**src/rtl/calc_entry_sequencer_if.sv**
```systemverilog
// ALU-side bus of the calculator front panel: operands and opcode out, start/done handshake.
// The sequencer is the master; the ALU datapath is the slave.
interface calc_entry_sequencer_if #(
  parameter int DATA_W = 32,
  parameter int OP_W   = 3
);
  logic [DATA_W-1:0] op_a;
  logic [DATA_W-1:0] op_b;
  logic [OP_W-1:0]   alu_op;
  logic              alu_start;
  logic              alu_done;
  logic [DATA_W-1:0] alu_result;

  modport master (
    output op_a, op_b, alu_op, alu_start,
    input  alu_done, alu_result
  );

  modport slave (
    input  op_a, op_b, alu_op, alu_start,
    output alu_done, alu_result
  );
endinterface

```
**src/rtl/calc_entry_sequencer.sv**
```systemverilog
// Front-panel sequencer: assembles two operands byte by byte plus an opcode from button
// pulses and switches, runs the ALU with a timeout, and holds the result for display.
module calc_entry_sequencer #(
  parameter int DATA_W  = 32,
  parameter int OP_W    = 3,
  parameter int TIMEOUT = 1000
) (
  input  logic                 clk,
  input  logic                 rst_n,
  input  logic [3:0]           btn_pulse,
  input  logic [7:0]           sw,
  calc_entry_sequencer_if.master alu,
  output logic [DATA_W-1:0]    result,
  output logic                 err,
  output logic                 busy,
  output logic [2:0]           state_code,
  output logic [((DATA_W/8) > 1 ? $clog2(DATA_W/8) : 1)-1:0] byte_idx
);
  localparam int NB    = DATA_W / 8;
  localparam int IDX_W = (NB > 1) ? $clog2(NB) : 1;
  localparam int CNT_W = $clog2(TIMEOUT);

  typedef enum logic [2:0] {
    ENTER_A  = 3'd0,
    ENTER_B  = 3'd1,
    ENTER_OP = 3'd2,
    EXEC     = 3'd3,
    WAIT     = 3'd4,
    SHOW     = 3'd5
  } state_t;

  state_t            state_reg, state_next;
  logic [DATA_W-1:0] op_a_reg, op_a_next;
  logic [DATA_W-1:0] op_b_reg, op_b_next;
  logic [OP_W-1:0]   alu_op_reg, alu_op_next;
  logic [DATA_W-1:0] result_reg, result_next;
  logic              err_reg, err_next;
  logic [IDX_W-1:0]  byte_idx_reg, byte_idx_next;
  logic [CNT_W-1:0]  cnt_reg, cnt_next;
  logic              alu_start_reg;
  logic              busy_reg;
  logic [IDX_W-1:0]  idx_inc;

  assign idx_inc = (byte_idx_reg == IDX_W'(NB - 1)) ? '0 : byte_idx_reg + 1'b1;

  always_comb begin
    state_next    = state_reg;
    op_a_next     = op_a_reg;
    op_b_next     = op_b_reg;
    alu_op_next   = alu_op_reg;
    result_next   = result_reg;
    err_next      = err_reg;
    byte_idx_next = byte_idx_reg;
    cnt_next      = cnt_reg;

    // Clear outranks everything and also abandons an in-flight operation.
    if (btn_pulse[2]) begin
      state_next    = ENTER_A;
      op_a_next     = '0;
      op_b_next     = '0;
      alu_op_next   = '0;
      result_next   = '0;
      err_next      = 1'b0;
      byte_idx_next = '0;
      cnt_next      = '0;
    end else begin
      unique case (state_reg)
        ENTER_A: begin
          if (btn_pulse[1]) begin
            state_next    = ENTER_B;
            byte_idx_next = '0;
          end else if (btn_pulse[0]) begin
            op_a_next[8*byte_idx_reg +: 8] = sw;
            byte_idx_next = idx_inc;
          end
        end
        ENTER_B: begin
          if (btn_pulse[1]) begin
            state_next    = ENTER_OP;
            byte_idx_next = '0;
          end else if (btn_pulse[0]) begin
            op_b_next[8*byte_idx_reg +: 8] = sw;
            byte_idx_next = idx_inc;
          end
        end
        ENTER_OP: begin
          if (btn_pulse[3])      state_next  = EXEC;
          else if (btn_pulse[1]) state_next  = ENTER_A;
          else if (btn_pulse[0]) alu_op_next = sw[OP_W-1:0];
        end
        EXEC: begin
          state_next = WAIT;
          cnt_next   = '0;
        end
        WAIT: begin
          // A done strobe on the last allowed cycle still counts as success.
          if (alu.alu_done) begin
            result_next = alu.alu_result;
            err_next    = 1'b0;
            state_next  = SHOW;
          end else if (cnt_reg == CNT_W'(TIMEOUT - 1)) begin
            err_next   = 1'b1;
            state_next = SHOW;
          end else begin
            cnt_next = cnt_reg + 1'b1;
          end
        end
        SHOW: begin
          if (btn_pulse[3])      state_next = EXEC;
          else if (btn_pulse[1]) state_next = ENTER_A;
        end
        default: state_next = ENTER_A;
      endcase
    end
  end

  always_ff @(posedge clk or negedge rst_n) begin
    if (!rst_n) begin
      state_reg     <= ENTER_A;
      op_a_reg      <= '0;
      op_b_reg      <= '0;
      alu_op_reg    <= '0;
      result_reg    <= '0;
      err_reg       <= 1'b0;
      byte_idx_reg  <= '0;
      cnt_reg       <= '0;
      alu_start_reg <= 1'b0;
      busy_reg      <= 1'b0;
    end else begin
      state_reg     <= state_next;
      op_a_reg      <= op_a_next;
      op_b_reg      <= op_b_next;
      alu_op_reg    <= alu_op_next;
      result_reg    <= result_next;
      err_reg       <= err_next;
      byte_idx_reg  <= byte_idx_next;
      cnt_reg       <= cnt_next;
      alu_start_reg <= (state_next == EXEC);
      busy_reg      <= (state_next == EXEC) || (state_next == WAIT);
    end
  end

  assign alu.op_a      = op_a_reg;
  assign alu.op_b      = op_b_reg;
  assign alu.alu_op    = alu_op_reg;
  assign alu.alu_start = alu_start_reg;
  assign result        = result_reg;
  assign err           = err_reg;
  assign busy          = busy_reg;
  assign state_code    = state_reg;
  assign byte_idx      = byte_idx_reg;
endmodule

```
**src/flat_wrapper.sv**
```systemverilog
// flat-port wrapper written by rule: the top's interface ports become plain ports
module calc_entry_sequencer_flat 
#(
  parameter int DATA_W  = 32,
  parameter int OP_W    = 3,
  parameter int TIMEOUT = 1000
)
  (clk, rst_n, btn_pulse, sw, result, err, busy, state_code, byte_idx, alu_op_a, alu_op_b, alu_alu_op, alu_alu_start, alu_alu_done, alu_alu_result);
  calc_entry_sequencer_if #(.DATA_W(DATA_W), .OP_W(OP_W)) alu_i ();
  input  logic clk;
  input  logic rst_n;
  input  logic [3:0] btn_pulse;
  input  logic [7:0] sw;
  output logic [DATA_W-1:0] result;
  output logic err;
  output logic busy;
  output logic [2:0] state_code;
  output logic [((DATA_W/8) > 1 ? $clog2(DATA_W/8) : 1)-1:0] byte_idx;
  output wire logic [$bits(alu_i.op_a)-1:0] alu_op_a;
  output wire logic [$bits(alu_i.op_b)-1:0] alu_op_b;
  output wire logic [$bits(alu_i.alu_op)-1:0] alu_alu_op;
  output wire logic [$bits(alu_i.alu_start)-1:0] alu_alu_start;
  input wire logic [$bits(alu_i.alu_done)-1:0] alu_alu_done;
  input wire logic [$bits(alu_i.alu_result)-1:0] alu_alu_result;
  assign alu_op_a = alu_i.op_a;
  assign alu_op_b = alu_i.op_b;
  assign alu_alu_op = alu_i.alu_op;
  assign alu_alu_start = alu_i.alu_start;
  assign alu_i.alu_done = alu_alu_done;
  assign alu_i.alu_result = alu_alu_result;
  calc_entry_sequencer #(.DATA_W(DATA_W), .OP_W(OP_W), .TIMEOUT(TIMEOUT)) u_core (.clk(clk), .rst_n(rst_n), .btn_pulse(btn_pulse), .sw(sw), .alu(alu_i), .result(result), .err(err), .busy(busy), .state_code(state_code), .byte_idx(byte_idx));
endmodule
```
**config.mk**
```make
export PLATFORM = sky130hd
export DESIGN_NAME = calc_entry_sequencer_flat
export DESIGN_NICKNAME = d
export VERILOG_FILES = /design/src/rtl/calc_entry_sequencer_if.sv /design/src/rtl/calc_entry_sequencer.sv /design/src/flat_wrapper.sv
export SDC_FILE = /design/constraint.sdc
export NUM_CORES = 1
export LEC_CHECK = 0
export CORE_UTILIZATION = 38
export DETAILED_ROUTE_END_ITERATION = 10
export PLACE_DENSITY = 0.81
export SLEW_MARGIN = 20
export SYNTH_ARGS = -nofsm -noshare
export SYNTH_HDL_FRONTEND = slang
export SYNTH_SLANG_ARGS = --single-unit
export TNS_END_PERCENT = 50
```
**constraint.sdc**
```tcl
create_clock -name clk -period 1.9 [get_ports clk]
set_clock_uncertainty 0.2 [all_clocks]
set_input_delay 0.19 -clock clk [delete_from_list [all_inputs] [get_ports clk]]
set_output_delay 0.19 -clock clk [all_outputs]
set_load 0.005 [all_outputs]
```
==> run summary <==
Most used DFF post-synth: dfrtp_1
NumNets Final: 681
Max frequency: 0.504 GHz
CP Class: reg2reg
Setup slack, reg-to-reg: -80 ps
Register bit total from synthesis: 117
Crit-path max FO: 4
HPWL Detailed: 9960 um
Pwr Total: 6.36 mW
Period utilisation layout: 1.04
Global-route wire length before repair: 22900 um
Antenna violations before repair: 0
I/O Buffers: 153
Syn Area/Cell: 12.8 um2
Reg area: 2930 um2
Die Wd: 118 um
Core area: 12800 um2
GRT met3 Usage: 0.0577
RSZ-0062 raised after global routing: true
Final setup fails: 55
Most Crowded Layer GR: met2
Gr usage total: 0.210
Tightest Hold Check Type: in2async
Clock transition at the registers of the reported paths: 50 ps
Final worst slack: -83.0 ps
GRT met2 Usage: 0.352
Failing checks: setup timing
Least-Margin Pin Slew: 446 ps
Pwr dens: 773 nW/um2
Worst Hold Slack: 81.5 ps
Crit path capture: u_core.cnt_reg[7]$_DFFE_PN0P_
YS warnings: 0
Critical path depth: 5
Post-synth EDFFs: 0
Slowest CP cell: or3b_4
Met1 usage: 0.255
CP required: 2040 ps
Top-Level Pins: 154
Via count: 4172
ANT cells: 0
# fillers: 957
Starting Density: 0.396
WP buf/inv: 1
Final min period: 1980 ps
DR WL/cell: 17.7 um
Distinct cells, synth: 59
Asr flop ratio synth: 1.00
Leakage: 3.72 nW
Setup_tns: -2560 ps
Skew-Pair Late Insertion Delay: 400 ps
Gpl congestion: 0.860
Reg2Reg Capture Point: u_core.cnt_reg[7]$_DFFE_PN0P_
Critical Path AT: 2120 ps
Footprint of the multi-input gates: 2210 um2
Slew margin rel.: 0.702
Status: complete, but fails checks
CP startpoint: u_core.state_code[0]$_DFF_PN0_
DIE HEIGHT: 118 um
Max incr delay on CP: 420 ps
Gate Count Post-Synth: 396
Critical Path Source Type: register
VDD IR max: 660 uV
Register-to-Register Path Depth: 5
Clock sinks: 117
Vias in the first global route: 4452
P&R area growth vs syn: 61.9%
Die area: 13800 um2
DR vias/cell: 5.14
Mapped cell area: 5080 um2
Worst setup EP type: register
Worst reg2reg startpoint: u_core.state_code[0]$_DFF_PN0_
Clock Path Buffers: 2
# DRC: 0
CP Cell Sequence: buf_6 > or3b_4 > or2_4 > a2111oi_4 > a311o_1
Share of layout cells above drive strength 1: 0.278
CTS H-tree lvls: 4
Antenna Nets Post-Route: 0
TritonCTS buffer count: 17
Syn_nets: 448
TritonCTS clock tree: done
Max cap viols: 0
Final slew viol count: 0
1st-iter DRT viols: 335
Total gr overflow: 0
Drt total wl: 14300 um
Rows: 41
Root Buffer: clkbuf_16
Largest net degree at the start of global routing: 54
DR pass1 iterations: 4
Share of the yosys chip area belonging to registers: 0.576
Final Hold Fails: 0
CP top delay family: simple AND/OR/NAND/NOR gates
==> worst reg2reg max path: stages (launching register included) <==
cell,delay (ps)
dfrtp_1,410
buf_6,130
or3b_4,420
or2_4,290
a2111oi_4,320
a311o_1,150
==> kinds of logic after synthesis <==
family                   synth area share
flip-flops                          0.576
AND/OR/NAND/NOR                     0.123
AO/OA/AOI/OAI                       0.144
multiplexers                        0.112
buffers and inverters              0.0327
adder cells (fa/ha/maj)            0.0123
==> metal layers <==
| metal | vias up | wire [um] |
|---|---|---|
| met1 | 2053 | 5890 |
| met3 | 24 | 878 |
| li1 | 1921 | - |
| met4 | 0 | 316 |
| met5 | - | 0 |
| met2 | 174 | 7260 |
==> per-stage QoR <==
stage | utilization | std cells | worst slack, ps | area [um2]
global placement | 0.568 | 766 | -231 | 7290
finish | 0.641 | 812 | -83.0 | 8230
floorplan | - | 396 | -3.87 | 5090
global route | 0.641 | 812 | -149 | 8230
detailed placement | 0.568 | 766 | -279 | 7290
CTS | 0.628 | 805 | -65.1 | 8050
==> layout make-up <==
class	count	share of cell area
clock buffers	20	0.0543
clock inverters	10	0.0161
inverters	14	0.00639
multi-input cells	247	0.269
flip-flops and latches	117	0.356
well taps	172	0.0262
repair buffers	232	0.272
==> cells in the mapped netlist, drive strengths merged (2+ instances only) <==
master,instances,area share
dfrtp,117,0.58
nor3b,2,0.0030
mux2i,13,0.026
nand3,3,0.0030
a21oi,8,0.015
and2,21,0.026
a31oi,3,0.0037
or3b,2,0.0039
and4,3,0.0052
a22o,43,0.074
and3,4,0.0049
clkbuf,5,0.0037
a211oi,2,0.0030
nor4b,4,0.012
inv,14,0.010
ha,5,0.012
nand3b,2,0.0030
or4,4,0.0059
nor3,5,0.0059
a2111oi,2,0.0071
o22a,2,0.0034
nand2b,3,0.0037
o211ai,4,0.0059
nor2,11,0.0096
o21ai,12,0.012
mux2,39,0.086
nand2,26,0.019
buf,14,0.019
nand4,3,0.0037
nor2b,4,0.0049
==> repair_timing <==
action / in CTS / in global routing
hold endpoints to repair: 117 / 0
pin swaps: 14 / 29
hold buffers: 1 / 0
gates resized for setup: 23 / 29
cloned: 2 / 0
setup endpoints to repair: 69 / 106
setup buffers: 6 / 7
==> report_power, final <==
group	internal, mW	switching (mW)	leakage [nW]	total [mW]
Sequential	2.53	0.0246	1.63	2.56
Clock	2.07	1.08	0.278	3.15
Combinational	0.357	0.302	1.82	0.659
Total	4.96	1.41	3.72	6.36
==> layout by cell type, fill, tap and decap left out, drive strengths merged, types with 5 or more instances in the layout <==
master         synthesis  layout
mux2                  39      39
inv                   14      14
clkdlybuf4s50          0     151
and2                  21      21
o21ai                 12      12
mux2i                 13      13
a21oi                  8       8
a22o                  43      43
dfrtp                117     117
clkbuf                 5      20
nor2                  11      11
nand2                 26      26
buf                   14      79
ha                     5       5
nor3                   5       5
==> how the worst min path moves through the flow <==
stage          start                                to  slack, ps
2_1_floorplan  rst_n  u_core.alu.alu_op[0]$_DFFE_PN0P_       -310
3_3_place_gp   rst_n   u_core.alu.op_b[11]$_DFFE_PN0P_        -40
3_5_place_dp   rst_n   u_core.alu.op_a[11]$_DFFE_PN0P_        -30
4_1_cts        rst_n   u_core.alu.op_a[11]$_DFFE_PN0P_        100
5_1_grt        rst_n   u_core.alu.op_b[11]$_DFFE_PN0P_        110
6_report       rst_n   u_core.alu.op_a[11]$_DFFE_PN0P_         80
Power figures use the tool's default switching activity.
